`config.mk`:
```
export PLATFORM = sky130hd
export DESIGN_NAME = imem_loader
export DESIGN_NICKNAME = d
export VERILOG_FILES = /design/src/rtl/imem_pkg.sv /design/src/rtl/imem_word_packer.sv /design/src/rtl/imem_loader.sv
export SDC_FILE = /design/constraint.sdc
export NUM_CORES = 1
export LEC_CHECK = 0
export ABC_AREA = 1
export ABC_CLOCK_PERIOD_IN_PS = 2700
export CORE_UTILIZATION = 50
export CTS_BUF_LIST = sky130_fd_sc_hd__clkbuf_16
export DETAILED_ROUTE_END_ITERATION = 10
export PLACE_DENSITY_LB_ADDON = 0.15
export SYNTH_ARGS = -nofsm -noshare
export SYNTH_HDL_FRONTEND = slang
export SYNTH_HIERARCHICAL = 1
export SYNTH_SLANG_ARGS = --single-unit
```
`constraint.sdc`:
```
create_clock -name clk -period 2.7 [get_ports clk]
set_input_delay 0.54 -clock clk [delete_from_list [all_inputs] [get_ports clk]]
set_output_delay 0.54 -clock clk [all_outputs]
set_load 0.05 [all_outputs]
```
`src/rtl/imem_pkg.sv`:
```
// imem_pkg: definitions shared by the program loader and the instruction memory.
//   loader_state_t : loader FSM state encoding
//   IMEM_DEPTH     : instruction memory depth in 32-bit words
//   IMEM_ADDR_W    : word address width (2**IMEM_ADDR_W >= IMEM_DEPTH)
package imem_pkg;

  localparam int IMEM_DEPTH  = 1024;
  localparam int IMEM_ADDR_W = 10;

  typedef enum logic [2:0] {
    ST_IDLE  = 3'd0,
    ST_CLEAR = 3'd1,
    ST_HDR   = 3'd2,
    ST_LOAD  = 3'd3,
    ST_DONE  = 3'd4,
    ST_ERR   = 3'd5
  } loader_state_t;

endpackage

```
`src/rtl/imem_word_packer.sv`:
```
// imem_word_packer: assembles four stream bytes, MSB first, into a 32-bit word.
//   clk        in  : system clock
//   rst        in  : synchronous active-high reset
//   clear      in  : discards any partially assembled word
//   strobe     in  : byte_data is valid and consumed this cycle
//   byte_data  in  : stream byte
//   word_valid out : high in the cycle the 4th byte is strobed in
//   word       out : assembled word, valid while word_valid is high
// word_valid/word are combinational so the parent can register the write in
// the same edge that accepts the 4th byte.
module imem_word_packer (
  input  logic        clk,
  input  logic        rst,
  input  logic        clear,
  input  logic        strobe,
  input  logic [7:0]  byte_data,
  output logic        word_valid,
  output logic [31:0] word
);

  logic [1:0]  idx_r;
  logic [23:0] shift_r;

  assign word_valid = strobe && (idx_r == 2'd3);
  assign word       = {shift_r, byte_data};

  // Byte index and shift register; the index wraps 3 -> 0 after a full word.
  always_ff @(posedge clk) begin
    if (rst || clear) begin
      idx_r   <= 2'd0;
      shift_r <= 24'd0;
    end else if (strobe) begin
      idx_r   <= idx_r + 2'd1;
      shift_r <= {shift_r[15:0], byte_data};
    end
  end

endmodule

```
`src/rtl/imem_loader.sv`:
```
// imem_loader: fills the instruction memory from a byte stream and holds the
// core in reset until the program is in place.
// Stream: 2-byte big-endian word count N, then N big-endian 32-bit words.
//   clk, rst             : clock, synchronous active-high reset
//   start                : begin a load (honoured in IDLE, DONE, ERR)
//   in_valid/in_data     : byte source
//   in_ready             : byte accepted when in_valid && in_ready
//   mem_we/addr/wdata    : instruction memory write port
//   cpu_hold             : core held in reset while high
//   done / error         : load complete / header count exceeds DEPTH
//   words_loaded         : payload words written in the current load
module imem_loader
  import imem_pkg::*;
#(
  parameter int DEPTH  = IMEM_DEPTH,
  parameter int ADDR_W = IMEM_ADDR_W
) (
  input  logic              clk,
  input  logic              rst,
  input  logic              start,
  input  logic              in_valid,
  input  logic [7:0]        in_data,
  output logic              in_ready,
  output logic              mem_we,
  output logic [ADDR_W-1:0] mem_addr,
  output logic [31:0]       mem_wdata,
  output logic              cpu_hold,
  output logic              done,
  output logic              error,
  output logic [ADDR_W:0]   words_loaded
);

  localparam int CNT_W = ADDR_W + 1;

  loader_state_t    state_r;
  logic             hdr_hi_seen_r;
  logic [7:0]       hdr_hi_r;
  logic [CNT_W-1:0] word_count_r;

  logic        xfer_s;
  logic        pack_strobe_s;
  logic        pack_clear_s;
  logic        word_valid_s;
  logic [31:0] word_s;
  logic [15:0] hdr_n_s;

  assign xfer_s        = in_valid && in_ready;
  assign pack_strobe_s = xfer_s && (state_r == ST_LOAD);
  assign pack_clear_s  = (state_r != ST_LOAD);
  assign hdr_n_s       = {hdr_hi_r, in_data};

  imem_word_packer u_packer (
    .clk        (clk),
    .rst        (rst),
    .clear      (pack_clear_s),
    .strobe     (pack_strobe_s),
    .byte_data  (in_data),
    .word_valid (word_valid_s),
    .word       (word_s)
  );

  // Loader FSM with all outputs registered. mem_addr doubles as the clear
  // counter; words_loaded doubles as the payload word index.
  always_ff @(posedge clk) begin
    if (rst) begin
      state_r       <= ST_IDLE;
      hdr_hi_seen_r <= 1'b0;
      hdr_hi_r      <= 8'd0;
      word_count_r  <= '0;
      in_ready      <= 1'b0;
      mem_we        <= 1'b0;
      mem_addr      <= '0;
      mem_wdata     <= 32'd0;
      cpu_hold      <= 1'b1;
      done          <= 1'b0;
      error         <= 1'b0;
      words_loaded  <= '0;
    end else begin
      mem_we <= 1'b0;
      case (state_r)
        ST_IDLE, ST_DONE, ST_ERR: begin
          if (start) begin
            // First clear write is issued straight away.
            state_r       <= ST_CLEAR;
            mem_we        <= 1'b1;
            mem_addr      <= '0;
            mem_wdata     <= 32'd0;
            in_ready      <= 1'b0;
            cpu_hold      <= 1'b1;
            done          <= 1'b0;
            error         <= 1'b0;
            words_loaded  <= '0;
            hdr_hi_seen_r <= 1'b0;
          end else if (state_r == ST_DONE) begin
            // Reached one cycle after the last payload write.
            done     <= 1'b1;
            cpu_hold <= 1'b0;
          end
        end
        ST_CLEAR: begin
          if (mem_addr == ADDR_W'(DEPTH - 1)) begin
            state_r  <= ST_HDR;
            in_ready <= 1'b1;
          end else begin
            mem_we    <= 1'b1;
            mem_addr  <= mem_addr + ADDR_W'(1);
            mem_wdata <= 32'd0;
          end
        end
        ST_HDR: begin
          if (xfer_s) begin
            if (!hdr_hi_seen_r) begin
              hdr_hi_r      <= in_data;
              hdr_hi_seen_r <= 1'b1;
            end else begin
              hdr_hi_seen_r <= 1'b0;
              if (hdr_n_s == 16'd0) begin
                state_r  <= ST_DONE;
                in_ready <= 1'b0;
                done     <= 1'b1;
                cpu_hold <= 1'b0;
              end else if ({1'b0, hdr_n_s} > 17'(DEPTH)) begin
                state_r  <= ST_ERR;
                in_ready <= 1'b0;
                error    <= 1'b1;
              end else begin
                state_r      <= ST_LOAD;
                word_count_r <= CNT_W'(hdr_n_s);
              end
            end
          end
        end
        ST_LOAD: begin
          if (word_valid_s) begin
            mem_we       <= 1'b1;
            mem_addr     <= words_loaded[ADDR_W-1:0];
            mem_wdata    <= word_s;
            words_loaded <= words_loaded + CNT_W'(1);
            // Stop accepting bytes once the final word is written; done
            // follows one cycle after the write.
            if ((words_loaded + CNT_W'(1)) == word_count_r) begin
              state_r  <= ST_DONE;
              in_ready <= 1'b0;
            end
          end
        end
        default: begin
          state_r  <= ST_IDLE;
          in_ready <= 1'b0;
        end
      endcase
    end
  end

endmodule

```
==> run metrics, run 1 <==
Final Skew=8.159 ps; Synth Warn #=6; initial core utilization=0.5256; via count=4648; Core ar.=9415 um^2; fin util=0.6295; Worst Tran Pin Value=827.5 ps; worst hold start=mem_wdata[18]; hold path depth=2; clk buf depth=2; #FFs+latches synth=107; Die ar.=10300 um^2; Cell Rows=35; via/cell ratio=5.108; Layout Cells excl Fill=910; root buffer cell=clkbuf_16; Netlist cell types=39; Main synth FF type=dfxtp_1; P_sw=1.704 mW; global-route wire length before repair=19220 um; Avg WL per Cell=12.83 um; Detailed Routing Iterations Pass 1=5; fraction of layout cells with a size suffix above 1=0.07554; DRT antenna net count=0; H-tree levels=3; vias in the first global route=4172; Critical Path RT=2980 ps; DIE HEIGHT=101.5 um; post-synthesis cell count=724; part of the cycle the worst path needs=0.8863; placed cell count=894; RSZ-0062 raised after global routing=false; Max-Cap Viols=0; buffers inserted by post-CTS timing repair=0; Antenna Diode Count=0; Total GRT Usage=0.2363; Iter 0 DRT Violations=239; reg2reg start=state_r[2]; crit path max fanout=11; clock latency on the worst-skew pair=350 ps; WHS Endpoint=mem_wdata[18]; Critical Path Sink Type=flop; cell internal pwr=2.745 mW; startpoint types=input port; Ports=70; Comb power frac=0.301; cts repair resizes=0; synthesized area=4948 um^2; critical path arrival=2670 ps; TritonCTS clock tree=built; VDD IR max=567.0 uV; largest net degree at the start of global routing=53; slew margin rel.=0.4477; FF-to-FF path depth=17; status=completed; Seq/Total Area, Yosys=0.4329; port bufs=69; FF-to-FF End=mem_addr[7]; Seq pwr share=0.410; CTS Sinks=107; min cycle time layout=2393 ps; max incr delay on CP=540 ps; Clk pin slew, worst setup/hold paths=70 ps; DRC viols=0; total wire length=11670 um; gpl congestion=0.8787; Hold Path Class=reg2reg; Net Sw Frac=0.3830; standby leakage power=2.152 nW; pins over their slew limit=0; final number of setup-violating endpoints=0; DP HPWL=8096 um; async set-reset flop share out of synthesis=0; internal reg-to-reg setup slack=400 ps; Nets=791; Worst Path Class, Setup=in2reg; chip width=101.5 um; Final Hold Violating Endpoints=0; PD cells=750.5 nW/um^2; Fin Hold WS=462.2 ps; CTS Buf Count=9; antenna violations before repair=0; Area Growth Syn to Fin=19.77%; Achievable Freq=417.9 MHz; crit path cell chain=clkdlybuf4s50_1 > nor4_1 > and2_0 > nand2_1 > nand2_2 > nand3_1 > nor2_2 > o21ai_0 > nor2_1; Post-synth EDFFs=0; clock share of power=0.289; GRT overflow=0; highest-delay cell along the critical path=clkdlybuf4s50_1; syn_area_per_cell=6.835 um^2; Net Count, Synth=739; count of hold buffers inserted by post-cts repair=0
[power by group through the flow]
stage / clock [mW] / sequential (mW) / combinational, mW
2_1_floorplan: 0 / 2.14 / 0.745
3_3_place_gp: 0 / 1.85 / 1.31
3_5_place_dp: 0 / 1.86 / 1.33
4_1_cts: 1.31 / 1.82 / 1.34
5_1_grt: 1.37 / 1.84 / 1.47
6_report: 1.28 / 1.82 / 1.34
[final cells by class]
type / count / area [um^2]
clock inverters: 7 / 71.32
flip-flops and latches: 107 / 2142
multi-input cells: 506 / 2286
repair buffers: 80 / 768.2
fillers: 856 / 3488
well taps: 129 / 161.4
clock buffers: 9 / 225.2
inverters: 72 / 272.8
[synth_stat cells (all sizes together), types with 2 or more instances]
cell / count / area share
a211oi: 2 / 0.0030
a21oi: 68 / 0.069
buf: 27 / 0.042
clkbuf: 12 / 0.0091
dfxtp: 107 / 0.43
ha: 3 / 0.0076
inv: 71 / 0.054
nand2: 207 / 0.16
nand3: 30 / 0.032
nand4: 3 / 0.0038
nor2: 129 / 0.11
nor3: 4 / 0.0051
nor4: 3 / 0.0038
o21ai: 38 / 0.038
o22ai: 2 / 0.0025
or2: 4 / 0.0051
xor2: 5 / 0.0088
[placed cells by master, fill, tap and decap left out, types with 8 or more instances in the layout]
master             n
o21ai_1           17
nor2_1           118
o21ai_0           21
nand3_1           28
nand2_1          201
buf_4             11
clkdlybuf4s50_1   68
inv_1             62
dfxtp_1          107
inv_2              8
a21oi_1           68
clkbuf_16          9
[state kept, by name (all words and copies together) (netlist names)]
name / count
words_loaded: 11
done: 1
hdr_hi_seen_r: 1
word_count_r: 11
hdr_hi_r: 8
mem_we: 1
in_ready: 1
cpu_hold: 1
u_packer/idx_r: 2
u_packer/shift_r: 24
error: 1
mem_wdata: 32
mem_addr: 10
state_r: 3
[layer usage]
metal  GRT usage  vias to the layer above  part of all wire
li1            -                     2372                 -
met1      0.3277                     2134              0.48
met2      0.3736                      128              0.45
met3     0.05314                       14             0.061
met4     0.05797                        0             0.010
met5           0                        -                 0
[stage by stage]
stage               instance area [um^2]  power [mW]  TNS [ps]  setup slack (ps)
CTS                                 5927       4.467         0             326.1
finish                              5927       4.448         0             306.9
floorplan                           4949       2.883         0             376.5
global route                        5927       4.677         0             115.4
detailed placement                  5630       3.190    -30.09            -30.09
global placement                    5630       3.161         0             43.34
[critical path: cells and delay by family]
kind / cells / cell delay (ps)
buf+inv: 1 / 540
compound gates: 1 / 140
simple gates: 7 / 1430
[cell families after synthesis]
family,Yosys count,synth area share
AO/OA/AOI/OAI,114,0.1188
adder cells (fa/ha/maj),3,0.007586
AND/OR/NAND/NOR,384,0.3252
buffers and inverters,111,0.1067
XOR/XNOR,5,0.008849
flip-flops,107,0.4329
[worst max path at each step]
stage	endpoint	startpoint
2_1_floorplan	state_r[1]	in_ready
3_3_place_gp	word_count_r[10]	in_data[7]
3_5_place_dp	word_count_r[10]	in_data[2]
4_1_cts	word_count_r[10]	in_data[2]
5_1_grt	word_count_r[10]	in_data[7]
6_report	word_count_r[10]	in_data[2]
Note: power is estimated with default switching activity, not from simulation.
==> run 2, diff against run 1 <==
--- a/config.mk
+++ b/config.mk
@@ -11,6 +11,7 @@
 export CTS_BUF_LIST = sky130_fd_sc_hd__clkbuf_16
 export DETAILED_ROUTE_END_ITERATION = 10
 export PLACE_DENSITY_LB_ADDON = 0.15
+export SKIP_LAST_GASP = 1
 export SYNTH_ARGS = -nofsm -noshare
 export SYNTH_HDL_FRONTEND = slang
 export SYNTH_HIERARCHICAL = 1
==> results of run 2 <==
Same layout as run 1: the final DEF is identical, and so are final timing and power.
